$ cat src/rtl/mpp_pkg.sv
// Shared types and constants for the MPP program loader.
// Optional build macro used by the loader: MPP_PROG_CHECKSUM_EN.
package mpp_pkg;

    typedef enum logic [1:0] {
        ST_IDLE  = 2'd0,
        ST_LOAD  = 2'd1,
        ST_RUN   = 2'd2,
        ST_ERROR = 2'd3
    } state_t;

    localparam logic [7:0] FILL_BYTE_DEFAULT = 8'h00;
    localparam int         PROG_ADDR_W       = 16;

    // True when a processor fetch address lies inside a 2**addr_w byte store.
    function automatic logic addr_in_store(input logic [PROG_ADDR_W-1:0] addr,
                                           input int                     addr_w);
        logic [PROG_ADDR_W:0] limit;
        limit = {{PROG_ADDR_W{1'b0}}, 1'b1} << addr_w;
        return ({1'b0, addr} < limit);
    endfunction

endpackage

$ cat src/rtl/mpp_prog_ram.sv
// Single-port synchronous program store with write enable and registered read.
// The read register resets to zero so the fetched byte starts from a known value.
module mpp_prog_ram #(
    parameter int ADDR_W = 8
) (
    input  logic              clk,
    input  logic              rst,
    input  logic              we,
    input  logic              re,
    input  logic [ADDR_W-1:0] addr,
    input  logic [7:0]        wdata,
    output logic [7:0]        rdata
);

    localparam int DEPTH = 1 << ADDR_W;

    logic [7:0] mem_r [DEPTH];
    logic [7:0] rdata_r;

    // Array write; contents deliberately survive reset.
    always_ff @(posedge clk) begin
        if (we) begin
            mem_r[addr] <= wdata;
        end
    end

    // Registered read port, held when no read is requested.
    always_ff @(posedge clk or posedge rst) begin
        if (rst) begin
            rdata_r <= 8'h00;
        end else if (re) begin
            rdata_r <= mem_r[addr];
        end
    end

    assign rdata = rdata_r;

endmodule

$ cat src/rtl/mpp_prog_loader.sv
// Byte-stream program loader feeding a processor fetch port from an on-chip store.
// Define MPP_PROG_CHECKSUM_EN to treat the final loader byte as a modulo-256 checksum.
module mpp_prog_loader
    import mpp_pkg::*;
#(
    parameter int         ADDR_W    = 8,
    parameter logic [7:0] FILL_BYTE = FILL_BYTE_DEFAULT
) (
    input  logic                   clk,
    input  logic                   rst,
    input  logic                   load_valid,
    input  logic [7:0]             load_data,
    input  logic                   load_last,
    output logic                   load_ready,
    input  logic [PROG_ADDR_W-1:0] program_addr,
    input  logic                   program_cs_n,
    output logic [7:0]             instruction,
    output logic                   cpu_run,
    output logic                   load_err
);

    localparam logic [ADDR_W-1:0] PTR_MAX  = {ADDR_W{1'b1}};
    localparam logic [ADDR_W-1:0] PTR_ZERO = {ADDR_W{1'b0}};
    localparam logic [ADDR_W-1:0] PTR_ONE  = {{(ADDR_W-1){1'b0}}, 1'b1};

    state_t            state_r;
    state_t            next_state_s;
    logic [ADDR_W-1:0] wr_ptr_r;
    logic              accept_s;
    logic              store_s;
    logic              overflow_s;
    logic              fetch_s;
    logic              in_range_s;
    logic              ram_we_s;
    logic              ram_re_s;
    logic [ADDR_W-1:0] ram_addr_s;
    logic [7:0]        ram_rdata_s;
    logic              load_ready_r;
    logic              cpu_run_r;
    logic              load_err_r;
    logic              fill_sel_r;
    logic              next_ready_s;
    logic              next_run_s;
    logic              next_err_s;
    logic [7:0]        instruction_s;
`ifdef MPP_PROG_CHECKSUM_EN
    logic [7:0]        sum_r;
    logic              sum_ok_s;
`endif

    // Handshake, store and fetch strobes.
    always_comb begin
        accept_s = load_valid && load_ready_r;
`ifdef MPP_PROG_CHECKSUM_EN
        store_s  = accept_s && !load_last;
        sum_ok_s = (load_data == sum_r);
`else
        store_s  = accept_s;
`endif
        overflow_s = accept_s && !load_last && (wr_ptr_r == PTR_MAX);
        fetch_s    = (state_r == ST_RUN) && !program_cs_n;
        in_range_s = addr_in_store(program_addr, ADDR_W);
        ram_we_s   = store_s;
        ram_re_s   = fetch_s && in_range_s;
        // One port: the loader owns the address until RUN, the processor afterwards.
        if (state_r == ST_RUN) begin
            ram_addr_s = program_addr[ADDR_W-1:0];
        end else begin
            ram_addr_s = wr_ptr_r;
        end
    end

    // FSM state register.
    always_ff @(posedge clk or posedge rst) begin
        if (rst) begin
            state_r <= ST_IDLE;
        end else begin
            state_r <= next_state_s;
        end
    end

    // FSM next-state logic; RUN and ERROR are left only through reset.
    always_comb begin
        next_state_s = state_r;
        case (state_r)
            ST_IDLE, ST_LOAD: begin
                if (!accept_s) begin
                    next_state_s = state_r;
                end else if (load_last) begin
`ifdef MPP_PROG_CHECKSUM_EN
                    if (sum_ok_s) begin
                        next_state_s = ST_RUN;
                    end else begin
                        next_state_s = ST_ERROR;
                    end
`else
                    next_state_s = ST_RUN;
`endif
                end else if (overflow_s) begin
                    next_state_s = ST_ERROR;
                end else begin
                    next_state_s = ST_LOAD;
                end
            end
            ST_RUN:   next_state_s = ST_RUN;
            ST_ERROR: next_state_s = ST_ERROR;
            default:  next_state_s = ST_ERROR;
        endcase
    end

    // FSM output decode, computed from the next state so the outputs are registered.
    always_comb begin
        next_ready_s = 1'b0;
        next_run_s   = 1'b0;
        next_err_s   = 1'b0;
        case (next_state_s)
            ST_IDLE:  next_ready_s = 1'b1;
            ST_LOAD:  next_ready_s = 1'b1;
            ST_RUN:   next_run_s   = 1'b1;
            ST_ERROR: next_err_s   = 1'b1;
            default:  next_err_s   = 1'b1;
        endcase
    end

    // Status output registers.
    always_ff @(posedge clk or posedge rst) begin
        if (rst) begin
            load_ready_r <= 1'b1;
            cpu_run_r    <= 1'b0;
            load_err_r   <= 1'b0;
        end else begin
            load_ready_r <= next_ready_s;
            cpu_run_r    <= next_run_s;
            load_err_r   <= next_err_s;
        end
    end

    // Write pointer; parks at the top address instead of wrapping.
    always_ff @(posedge clk or posedge rst) begin
        if (rst) begin
            wr_ptr_r <= PTR_ZERO;
        end else if (store_s && (wr_ptr_r != PTR_MAX)) begin
            wr_ptr_r <= wr_ptr_r + PTR_ONE;
        end
    end

`ifdef MPP_PROG_CHECKSUM_EN
    // Running modulo-256 sum of every stored program byte.
    always_ff @(posedge clk or posedge rst) begin
        if (rst) begin
            sum_r <= 8'h00;
        end else if (store_s) begin
            sum_r <= sum_r + load_data;
        end
    end
`endif

    // Remembers whether the latest fetch fell outside the store.
    always_ff @(posedge clk or posedge rst) begin
        if (rst) begin
            fill_sel_r <= 1'b0;
        end else if (fetch_s) begin
            fill_sel_r <= !in_range_s;
        end
    end

    mpp_prog_ram #(
        .ADDR_W (ADDR_W)
    ) u_ram (
        .clk   (clk),
        .rst   (rst),
        .we    (ram_we_s),
        .re    (ram_re_s),
        .addr  (ram_addr_s),
        .wdata (load_data),
        .rdata (ram_rdata_s)
    );

    // Instruction byte: both sources are flops, so the byte only moves on a fetch edge.
    always_comb begin
        if (fill_sel_r) begin
            instruction_s = FILL_BYTE;
        end else begin
            instruction_s = ram_rdata_s;
        end
    end

    assign instruction = instruction_s;
    assign load_ready  = load_ready_r;
    assign cpu_run     = cpu_run_r;
    assign load_err    = load_err_r;

endmodule

$ cat config.mk
export PLATFORM = sky130hd
export DESIGN_NAME = mpp_prog_loader
export DESIGN_NICKNAME = d
export VERILOG_FILES = /design/src/rtl/mpp_pkg.sv /design/src/rtl/mpp_prog_ram.sv /design/src/rtl/mpp_prog_loader.sv
export SDC_FILE = /design/constraint.sdc
export NUM_CORES = 2
export LEC_CHECK = 0
export CAP_MARGIN = 20
export CORE_MARGIN = 5
export CORE_UTILIZATION = 40
export DETAILED_ROUTE_END_ITERATION = 8
export SLEW_MARGIN = 20
export SYNTH_ARGS = -nofsm -noshare
export SYNTH_HDL_FRONTEND = slang
export SYNTH_HIERARCHICAL = 1
export SYNTH_SLANG_ARGS = --single-unit
$ cat constraint.sdc
create_clock -name clk -period 4.1 [get_ports clk]
set_clock_uncertainty 0.05 [all_clocks]
set_input_delay 1.23 -clock clk [delete_from_list [all_inputs] [get_ports clk]]
set_output_delay 1.23 -clock clk [all_outputs]
set_load 0.05 [all_outputs]
# After elaboration in Yosys (flattened, before gate mapping)
# Memories as Yosys holds them, arrays and structs flattened. A register that Yosys moved wholly into a read port is not among the register bits.
# Cells that the tools add are included.
totals:
  reg_bits: 14
  latchBits: 0
  ram_bits: 2048
  rom_bits: 0
  n_memories: 1
mem_list:
  columns: ["memory", "words", "width", "rd", "rd_clocked_by_memory_dff", "write_ports", "line_no", "text"]
  rows:
  - ["u_ram.mem_r", 256, 8, 1, 1, 1, "mpp_prog_ram.sv:17", "logic [7:0] mem_r [DEPTH];"]
classes:
  addsub: 1
  multipliers: 0
  div_mod_pow: 0
  order_cmp: 1
  n_eq_ne: 8
  shift: 0
  muxes: 11
  n_bitwise: 0
  n_reduce_logical: 13
op_table:
  columns: ["op", "n"]
  rows:
  - ["< comparator 16 x 9 -> 1 bit (second input constant)", 1]
  - ["2-to-1 mux 8 bit", 2]
  - ["adder 8 x 1 -> 8 bit (second input constant)", 1]
  - ["== test 2 bit (second input constant)", 4]
  - ["== test 8 bit (second input constant)", 1]
  - ["inequality test 8 bit (second input constant)", 1]
  - ["logical AND 1 bit", 6]
  - ["2-to-1 mux 2 bit", 3]
  - ["one-hot mux 2 bit (3 select lines)", 1]
  - ["2-to-1 mux 1 bit", 5]
  - ["== test 2 x 1 -> 1 bit (second input constant)", 2]
  - ["zero test 2 bit", 2]
  - ["OR reduction 2 bit", 2]
  - ["zero test 1 bit", 3]

# Logic depth before layout (Yosys ltp)
depth:
  depth_word: 10
  mapped_depth: 16
  ltp_nobuf: 10

# Cells and area by module
# The synthesis kept the hierarchy.
modules_own_cells:
  columns: ["mod", "instances", "cells_per_inst", "area_per_inst_um2"]
  rows:
  - ["mpp_prog_ram", 1, 3715, 79867.8]
  - ["mpp_prog_loader", 1, 91, 774.5]

# Worst setup path after synthesis
# OpenSTA, ideal clock, no wires.
synth_path:
  path_kind: "input to register"
  from: "input port program_addr[1]"
  to: "memory u_ram.mem_r[154][0] (enable)"
  setup_time_ns: 0.383
  arrival_time_ns: 3.429
  required_time_ns: 3.667
  setup_slack_ns: 0.237
  stages: 10
  n_path_buf: 6
  path_cell_list: "nand2_1 > nand2_1 > buf_2 > buf_2 > buf_4 > buf_2 > buf_2 > clkbuf_1 > nand2_1 > nor3_1"
synth_between:
  elab_chain_cells: 1
synth_rtl:
  columns: ["item", "line_no", "text"]
  rows:
  - ["start, declared", "mpp_prog_loader.sv:15", "input logic [PROG_ADDR_W-1:0] program_addr,"]
  - ["2-to-1 mux 8 bit", "mpp_prog_loader.sv:66", "if (state_r == ST_RUN) begin"]
  - ["via ram_addr_s[1]", "mpp_prog_loader.sv:36", "logic [ADDR_W-1:0] ram_addr_s;"]
  - ["end, declared", "mpp_prog_ram.sv:17", null]
# The timed path passes the listed nets, and every way through them passes these cells.

# Worst setup path after layout
layout_path:
  from: "input port program_addr[0]"
  to: "register u_ram.rdata_r[2], in the netlist u_ram/rdata[2], read port of u_ram.mem_r"
layout_between:
  word_cells_on_any_way: 3
  classes_between: "1 x order compare; 1 x mux; 1 x reduce/logical"
layout_rtl:
  columns: ["item", "line_no", "text"]
  rows:
  - ["2-to-1 mux 8 bit", "mpp_prog_loader.sv:66", null]
  - ["via ram_addr_s[0]", "mpp_prog_loader.sv:36", null]
  - ["end, declared", "mpp_prog_ram.sv:18", "logic [7:0] rdata_r;"]
# The timed path passes the listed nets, and every way through them passes these cells.
# A chain may end at the register's enable or synchronous reset.

==> flow_summary.json <==
{
  "h-tree-depth": 4,
  "power_uw": 65550,
  "layout.nets": 4651,
  "whs_endpoint": "wr_ptr_r[7]",
  "utilization_pct": 48.54,
  "final_cell_area_um2": 97110,
  "syn-num-nets": 3836,
  "outcome": "complete, no violations",
  "yosys_warnings": 6,
  "start_kind": "input pin",
  "r2r_cells": 10,
  "syn_area_per_cell_um2": 21.19,
  "critPathRequiredTime_ns": 4.77,
  "cts_tree": "done",
  "r2r-end": "u_ram/rdata[2]",
  "syn-cell-area_um2": 80640,
  "wl_per_cell_um": 30.27,
  "setup_slack_ns": 0.003985,
  "drv_slew": 0,
  "initial_core_util_pct": 40.31,
  "fp.dieArea_um2": 210700,
  "relSlewSlack_pct": 25.32,
  "grt_max_degree": 122,
  "crit_fanout": 8,
  "hp-class": "reg -> reg",
  "grt_pass1_vias": 42740,
  "placed_cell_area_um2": 90240,
  "gp_congestion": 0.8861,
  "initialDrtViolationCount": 5331,
  "synth_common_cells": "edfxtp_1 (2048), mux4_2 (502), nor2_1 (290)",
  "post_cts_buffers": 0,
  "grt-ovfl-total": 0,
  "insertion_delay_ns": 0.88,
  "grt_first_pass_wirelength_mm": 320.8,
  "synth_edf_count": 2048,
  "antenna_left": 0,
  "synth_top_area_cell": "edfxtp_1",
  "ys_ff_latch": 2070,
  "ys_types": 67,
  "die_h_um": 459.0,
  "totalWireLength_mm": 225.4,
  "r2r_start": "state_r[1]",
  "rrSetupSlack_ns": 0.21,
  "worst_slew_pin_slew_ns": 1.120,
  "pin_count": 40,
  "pre_cts_slack_ns": -1.023,
  "power_leakage_uw": 0.03169,
  "rows": 164,
  "critPathKind": "in -> reg",
  "chipWidth_um": 459.0,
  "drt_first_pass_iters": 5,
  "clockBufferDepth": 3,
  "cap_violations": 0,
  "clockRootBuffer": "clkbuf_16",
  "antenna_found_initial": 10,
  "cts_hold_buf": 0,
  "holdPathStages": 1,
  "rsz0062_at_grt": "false",
  "vias": 42860,
  "regArea_um2": 62050,
  "worstPathArrival_ns": 4.77,
  "finalSetupViolations": 0,
  "core_um2": 200100,
  "endpoint_kind": "flip-flop",
  "drive_gt1_share_pct": 34.45,
  "clkTransAtPathRegs_ns": 0.06,
  "finalCritPeriodShare_pct": 99.90,
  "netlist.area_leader.share_pct": 76.26,
  "via_per_inst": 5.754,
  "powerDensity_nw_per_um2": 675.1,
  "cts.sinks": 2070,
  "synth.most_common_cell": "edfxtp_1",
  "grt_util_all_layers_pct": 21.23,
  "synth_cells": 3806,
  "cts_made_buffers": 208,
  "synth_flop_cell": "edfxtp_1",
  "drc": 0,
  "area_growth_pct": 20.42,
  "whs_ns": 0.4698,
  "synth-async-reset-ratio_pct": 1.063,
  "fillCellCount": 16270,
  "peakVddDrop_v": 0.0004183,
  "yosysSeqAreaShare_pct": 76.95,
  "fin_crit_ns": 4.096,
  "final-hold-violation-count": 0,
  "hpwlAfterDp_mm": 151.2,
  "min_from": "wr_ptr_r[7]",
  "fmax_mhz": 244.1,
  "yosys-top-cells-area": "edfxtp_1 (76%), mux4_2 (14%), nor2_1 (1.3%)",
  "io_buffers": 39,
  "multiInputGateArea_um2": 17370
}
==> how the worst max path moves through the flow <==
stage | from | endpoint | slack (ns) | depth (start not counted)
finish | program_addr[0] | u_ram/rdata[2] | 0.004 | 10
global route | program_addr[0] | u_ram/rdata[2] | 0.006 | 10
CTS | program_addr[0] | u_ram/rdata[5] | 0.03 | 11
detailed placement | program_addr[0] | u_ram/rdata[4] | -1.02 | 15
global placement | program_addr[0] | u_ram/rdata[2] | -1.15 | 12
floorplan | program_addr[1] | u_ram/mem_r[154][0] | 0.24 | 10
==> critical path, cell delays in order <==
cell             delay (ns)
clkdlybuf4s50_1        0.46
nand2_1                0.08
nand2_4                0.24
buf_12                 0.20
buf_4                  0.24
mux4_2                 0.63
mux4_2                 0.54
o221ai_1               0.62
and4_1                 0.38
o32ai_1                0.10
==> report_power, final <==
part | switching, uW | leakage, uW | internal, uW
sequential | 58.1 | 0.0187 | 23300
clock | 8070 | 0.00331 | 10800
combinational | 12500 | 0.00971 | 10800
total | 20600 | 0.0317 | 45000
==> registers in the layout, summed over array words and instances, names as in the netlist <==
signal       cells
load_ready       1
u_ram/rdata      8
fill_sel_r       1
u_ram/mem_r   2048
cpu_run          1
wr_ptr_r         8
load_err         1
state_r          2
==> cells in the final DEF (no fill, tap or decap), types with 44 or more instances in the layout <==
cell type     n
buf_12       90
buf_4       697
clkbuf_1     44
clkbuf_16   211
clkinv_1     45
edfxtp_1   2048
mux2i_1     108
mux4_2      502
nand2_1     118
nor2_1      289
o21ai_0      44
o22ai_1      53
==> layout make-up <==
class                      count  share of cell area [%]
antenna                        2                0.005154
timing repair buffer         827                   7.705
clock buffer                 262                   5.707
tap                         2656                   3.422
sequential                  2070                   63.90
clock inverter               117                   1.336
multi-input combinational   1506                   17.89
inverter                       8                 0.03608
==> cells by family (layout without fill, tap and decap cells) <==
| group | Yosys count | count (layout) | share of synthesized area (%) |
|---|---|---|---|
| muxes | 648 | 648 | 15.89 |
| buffers and inverters | 230 | 1214 | 1.634 |
| AOI/OAI and AO/OA | 270 | 270 | 2.285 |
| adders and majority gates | 1 | 1 | 0.01551 |
| xor gates and xnor gates | 7 | 7 | 0.07603 |
| and+or+nand+nor | 580 | 580 | 3.153 |
| other | 0 | 2 | 0 |
| DFF | 2070 | 2070 | 76.95 |
==> metrics by stage <==
step	instances	TNS [ns]
after floorplan	3806	0
after global placement	7067	-209.24
after detailed placement	7067	-209.86
after CTS	7446	0
after global routing	7447	0
final	7448	0
==> repair_timing <==
item	in CTS	in global routing
resized for setup	2	5
endpoints found under the setup margin	2	3
cloned	0	0
endpoints found under the hold margin	0	0
==> per-layer routing <==
layer / track usage, % / part of all wire, %
met4: 7.007 / 3.4
met2: 32.98 / 47
met5: 0 / 0.0058
met1: 30.39 / 41
met3: 4.210 / 9.3
Note: power is estimated with default switching activity, not from simulation.
